--- config.mk ---
export PLATFORM = sky130hd
export DESIGN_NAME = lcd_hex_printer
export DESIGN_NICKNAME = d
export VERILOG_FILES = /design/src/rtl/lcd_hex_printer.sv
export SDC_FILE = /design/constraint.sdc
export NUM_CORES = 1
export LEC_CHECK = 0
export ABC_CLOCK_PERIOD_IN_PS = 4300
export BUFFER_PORTS_ARGS = -buffer_cell sky130_fd_sc_hd__buf_4
export CORE_MARGIN = 2
export CORE_UTILIZATION = 40
export CTS_CLUSTER_DIAMETER = 100
export DETAILED_ROUTE_END_ITERATION = 6
export PLACE_DENSITY = 0.66
export SLEW_MARGIN = 10
export SYNTH_ARGS = -nofsm -noshare
export SYNTH_HDL_FRONTEND = slang
export SYNTH_SLANG_ARGS = --single-unit
--- constraint.sdc ---
create_clock -name Clock -period 4.3 [get_ports Clock]
set_input_delay 0.43 -clock Clock [delete_from_list [all_inputs] [get_ports Clock]]
set_output_delay 0.43 -clock Clock [all_outputs]
set_load 0.05 [all_outputs]
--- src/rtl/lcd_hex_printer.sv ---
// lcd_hex_printer: formats a 16-bit result as uppercase hex ASCII
// and feeds it character by character into the LCD controller handshake.
module lcd_hex_printer #(
    parameter bit         SIGNED_MODE = 1'b1,
    parameter bit         SEP_EN      = 1'b1,
    parameter logic [7:0] SEP_CHAR    = 8'h20
) (
    input  logic        Clock,
    input  logic        Reset,
    input  logic [15:0] iValue,
    input  logic        iStart,
    input  logic        iLCD_Ready,
    output logic        oLCD_Write,
    output logic [7:0]  oLCD_Data,
    output logic        oBusy,
    output logic        oDone
);

    typedef enum logic [2:0] {
        IDLE,
        SIGN,
        DIGIT,
        SEP,
        WAIT_ACK,
        WAIT_RDY,
        FINISH
    } state_t;

    state_t      state_q, state_d;
    state_t      next_q, next_d;
    logic [15:0] value_q, value_d;
    logic [1:0]  cnt_q, cnt_d;
    logic        write_q, write_d;
    logic [7:0]  data_q, data_d;
    logic        busy_q, busy_d;
    logic        done_q, done_d;

    logic [3:0]  nib;
    logic [7:0]  char;

    always_ff @(posedge Clock) begin
        if (Reset) begin
            state_q <= IDLE;
            next_q  <= IDLE;
            value_q <= 16'h0000;
            cnt_q   <= 2'd0;
            write_q <= 1'b0;
            data_q  <= 8'h00;
            busy_q  <= 1'b0;
            done_q  <= 1'b0;
        end else begin
            state_q <= state_d;
            next_q  <= next_d;
            value_q <= value_d;
            cnt_q   <= cnt_d;
            write_q <= write_d;
            data_q  <= data_d;
            busy_q  <= busy_d;
            done_q  <= done_d;
        end
    end

    // FINISH is already idle from the outside, so it accepts a new start too
    always_comb begin
        state_d = state_q;
        next_d  = next_q;
        value_d = value_q;
        cnt_d   = cnt_q;
        unique case (state_q)
            IDLE, FINISH: begin
                if (iStart) begin
                    cnt_d = 2'd3;
                    if (SIGNED_MODE && iValue[15]) begin
                        value_d = ~iValue + 16'd1;
                        state_d = SIGN;
                    end else begin
                        value_d = iValue;
                        state_d = DIGIT;
                    end
                end else if (state_q == FINISH) begin
                    state_d = IDLE;
                end
            end
            SIGN: begin
                if (iLCD_Ready) begin
                    next_d  = DIGIT;
                    state_d = WAIT_ACK;
                end
            end
            DIGIT: begin
                if (iLCD_Ready) begin
                    if (cnt_q == 2'd0) begin
                        next_d = SEP_EN ? SEP : FINISH;
                    end else begin
                        next_d = DIGIT;
                        cnt_d  = cnt_q - 2'd1;
                    end
                    state_d = WAIT_ACK;
                end
            end
            SEP: begin
                if (iLCD_Ready) begin
                    next_d  = FINISH;
                    state_d = WAIT_ACK;
                end
            end
            WAIT_ACK: begin
                if (!iLCD_Ready) state_d = WAIT_RDY;
            end
            WAIT_RDY: begin
                if (iLCD_Ready) state_d = next_q;
            end
            default: state_d = IDLE;
        endcase
    end

    always_comb begin
        nib = value_q[{cnt_q, 2'b00} +: 4];
        if (nib < 4'd10) char = 8'h30 + {4'h0, nib};
        else             char = 8'h37 + {4'h0, nib};
        if (state_q == SIGN) char = 8'h2D;
        if (state_q == SEP)  char = SEP_CHAR;

        write_d = (state_d == WAIT_ACK) && (state_q != WAIT_ACK);
        data_d  = write_d ? char : data_q;
        busy_d  = !(state_d inside {IDLE, FINISH});
        done_d  = (state_d == FINISH) && (state_q == WAIT_RDY);
    end

    assign oLCD_Write = write_q;
    assign oLCD_Data  = data_q;
    assign oBusy      = busy_q;
    assign oDone      = done_q;

endmodule
==> reports/metrics.yaml <==
grt:
  grt.total_usage: 0.162
  antenna_found_initial: 0
  grt_max_degree: 33
  grt_pass1_vias: 1443
  grt_overflow: 0
  grt_pass1_wl_um: 6880
run:
  cap_violations: 0
drt:
  drc: 0
  dr.pass1.iters: 4
  routed_via_density: 5.29
  drt_iter0_drc: 79
  dr_total_vias: 1671
  wirelength_um: 4180
  wl_per_cell_um: 13.2
  ant_nets: 0
cells_and_area:
  drive_gt1_frac: 0.185
  nets: 272
  antenna_cells: 0
  syn_to_final_growth_pct: 16.4
  fillers: 489
yosys:
  ys_seq_area_frac: 0.345
  synth_area_um2: 1970
  synth-warning-count: 0
  ys_ff_latch: 34
  synth_area_leader_cell: "dfxtp_1"
  ys_types: 54
  syn_inst: 225
  synth-async-reset-ratio: 0
  synth_top_area_share: 0.345
  synth_flop_cell: "dfxtp_1"
  synth_area_leaders: "dfxtp_1, a211oi_1, xor2_1, mux4_2, nor2_1"
  syn_nets: 248
  synth_area_per_cell_um2: 8.77
  synth-edff-count: 0
power:
  powerDensity_nw_per_um2: 344
  power.leakage_nw: 0.883
  ir_worst_vdd_mv: 0.141
setup_path:
  worst_ep_required_time_ns: 4.50
  path_max_fanout: 6
  worst-path-buf-inv: 1
  crit_type: "reg2reg"
  critPathTopFamily: "multiplexers"
  endpoint_kind: "flip-flop"
  reg2reg_depth: 5
  cp_cell_sequence: "mux4_2, inv_1, ha_1, a2111o_1, a21oi_1"
  cpPeakStageDelay_ns: 0.62
  crit_arrival_ns: 2.17
  slowest_stage: "mux4_2"
  worstSetupStartpointType: "flip-flop"
  cp_num_cells: 5
sta:
  finalCriticalPeriod_ns: 1.97
  fin_skew_ns: 0.00480
  finalSetupViolations: 0
  rsz0062_at_grt: "false"
  tightestPinTransition_ns: 0.538
  post-route-period-util: 0.457
  layout_setup_ws_ns: 2.33
  timing.fmax_mhz: 508
  hold_viol: 0
  fin_tns_setup_ns: 0
  relSlewSlack: 0.638
  slew_viol_final: 0
place:
  pre_cts_slack_ns: 2.17
  portBuffers: 29
  hpwlAfterDp_um: 3130
  place_congestion: 0.840
clock_tree:
  ctsHoldBuffers: 0
  clock_latency_ns: 0.27
  clk_path_buf_depth: 2
  cts_tree: "done"
  cts-root-buf: "clkbuf_8"
  clkSlewWorstSetupHoldPaths_ns: 0.07
  post_cts_resized: 0
  cts.sinks: 34
  cts_setup_buffers: 0
  cts-buffers-inserted: 5
  cts_htree_levels: 2
die:
  die_x_um: 74.2
  start_util: 0.415
  die_area_um2: 5510
  ios: 31
  core_um2: 4750
  die_h_um: 74.2
  rows: 25
min_path:
  hold_path.class: "in2reg"
  hold_path_depth: 3
status:
  status: "complete, no violations"
==> worst reg2reg max path: stages, from the launching register on <==
cell and delay (ns):
dfxtp_1 0.49, mux4_2 0.62, inv_1 0.08, ha_1 0.22, a2111o_1 0.36, a21oi_1 0.12
==> layout make-up <==
class                           count  area [µm²]  share of cell area
Multi-Input combinational cell    167        1190               0.518
Sequential cell                    34         681               0.296
Timing Repair Buffer               30         225              0.0980
Tap cell                           67        83.8              0.0365
Clock buffer                        7        76.3              0.0332
Inverter                           11        41.3              0.0180
==> Yosys cell counts, drive strengths merged (2+ instances only) <==
| cell type | n |
|---|---|
| inv | 11 |
| o21ai | 11 |
| mux4 | 4 |
| xnor2 | 2 |
| nor3b | 2 |
| nand4 | 2 |
| nand2b | 6 |
| nor2 | 20 |
| o21a | 2 |
| or3 | 6 |
| clkbuf | 9 |
| a21oi | 13 |
| and2 | 3 |
| a22oi | 2 |
| o41ai | 3 |
| nor2b | 5 |
| dfxtp | 34 |
| o31ai | 7 |
| nor4 | 2 |
| buf | 4 |
| xor2 | 11 |
| a211oi | 13 |
| o21bai | 2 |
| nor3 | 2 |
| a211o | 2 |
| a31oi | 3 |
| ha | 3 |
| a21o | 2 |
| or4 | 2 |
| nand2 | 14 |
| a2111oi | 2 |
| nand3 | 5 |
==> per-stage QoR <==
stage          std cells  utilization  power [mW]  hold WS [ns]  cell area, µm²
2_1_floorplan        225            -       0.524         0.429            1970
3_3_place_gp         309        0.467       0.580         0.445            2220
3_5_place_dp         309        0.467       0.583         0.450            2220
4_1_cts              316        0.483       0.800         0.442            2300
5_1_grt              316        0.483       0.838         0.455            2300
6_report             316        0.483       0.790         0.447            2300
==> sequential cells by signal (all words and copies together) (netlist names) <==
name,flops
oLCD_Data,7
oLCD_Write,1
state_q,3
oBusy,1
next_q,3
value_q,16
oDone,1
cnt_q,2
==> metal layers <==
layer  global-route usage  up-vias  share of wire
li1                     -      882              -
met1                0.229      762           0.49
met2                0.246       25           0.47
met3               0.0298        2          0.029
met4               0.0655        0         0.0096
met5                    0        -              0
==> final timing paths <==
kind           startpoint            to  slack, ns
max              cnt_q[0]  oLCD_Data[1]       2.33
min             iValue[0]    value_q[0]       0.45
max reg2reg      cnt_q[0]  oLCD_Data[1]       2.33
min reg2reg  oLCD_Data[6]  oLCD_Data[6]       0.45
==> report_power, final <==
| part | switching [mW] | total (mW) | internal [mW] |
|---|---|---|---|
| Combinational | 0.120 | 0.205 | 0.0858 |
| Sequential | 0.0253 | 0.369 | 0.344 |
| Clock | 0.104 | 0.215 | 0.111 |
| Total | 0.249 | 0.790 | 0.541 |
==> logic make-up (layout without fill, tap and decap cells) <==
group | Yosys count | count (layout) | share of synthesized area
adder cells (fa/ha/maj) | 3 | 3 | 0.0190
flip-flops | 34 | 34 | 0.345
other | 1 | 1 | 0.00190
AO/OA/AOI/OAI | 70 | 70 | 0.264
AND/OR/NAND/NOR | 75 | 75 | 0.210
XOR/XNOR | 13 | 13 | 0.0577
buffers and inverters | 24 | 48 | 0.0520
multiplexers | 5 | 5 | 0.0507
==> cell usage in the layout (no fill, tap or decap), drive strengths merged, types with 3 or more instances in the layout <==
cell / instances
dfxtp: 34
buf: 30
nor2: 20
nand2: 14
a211oi: 13
a21oi: 13
inv: 11
xor2: 11
o21ai: 11
o31ai: 7
clkbuf: 7
nand2b: 6
or3: 6
nand3: 5
nor2b: 5
mux4: 4
a31oi: 3
and2: 3
ha: 3
o41ai: 3
Power figures use the tool's default switching activity.
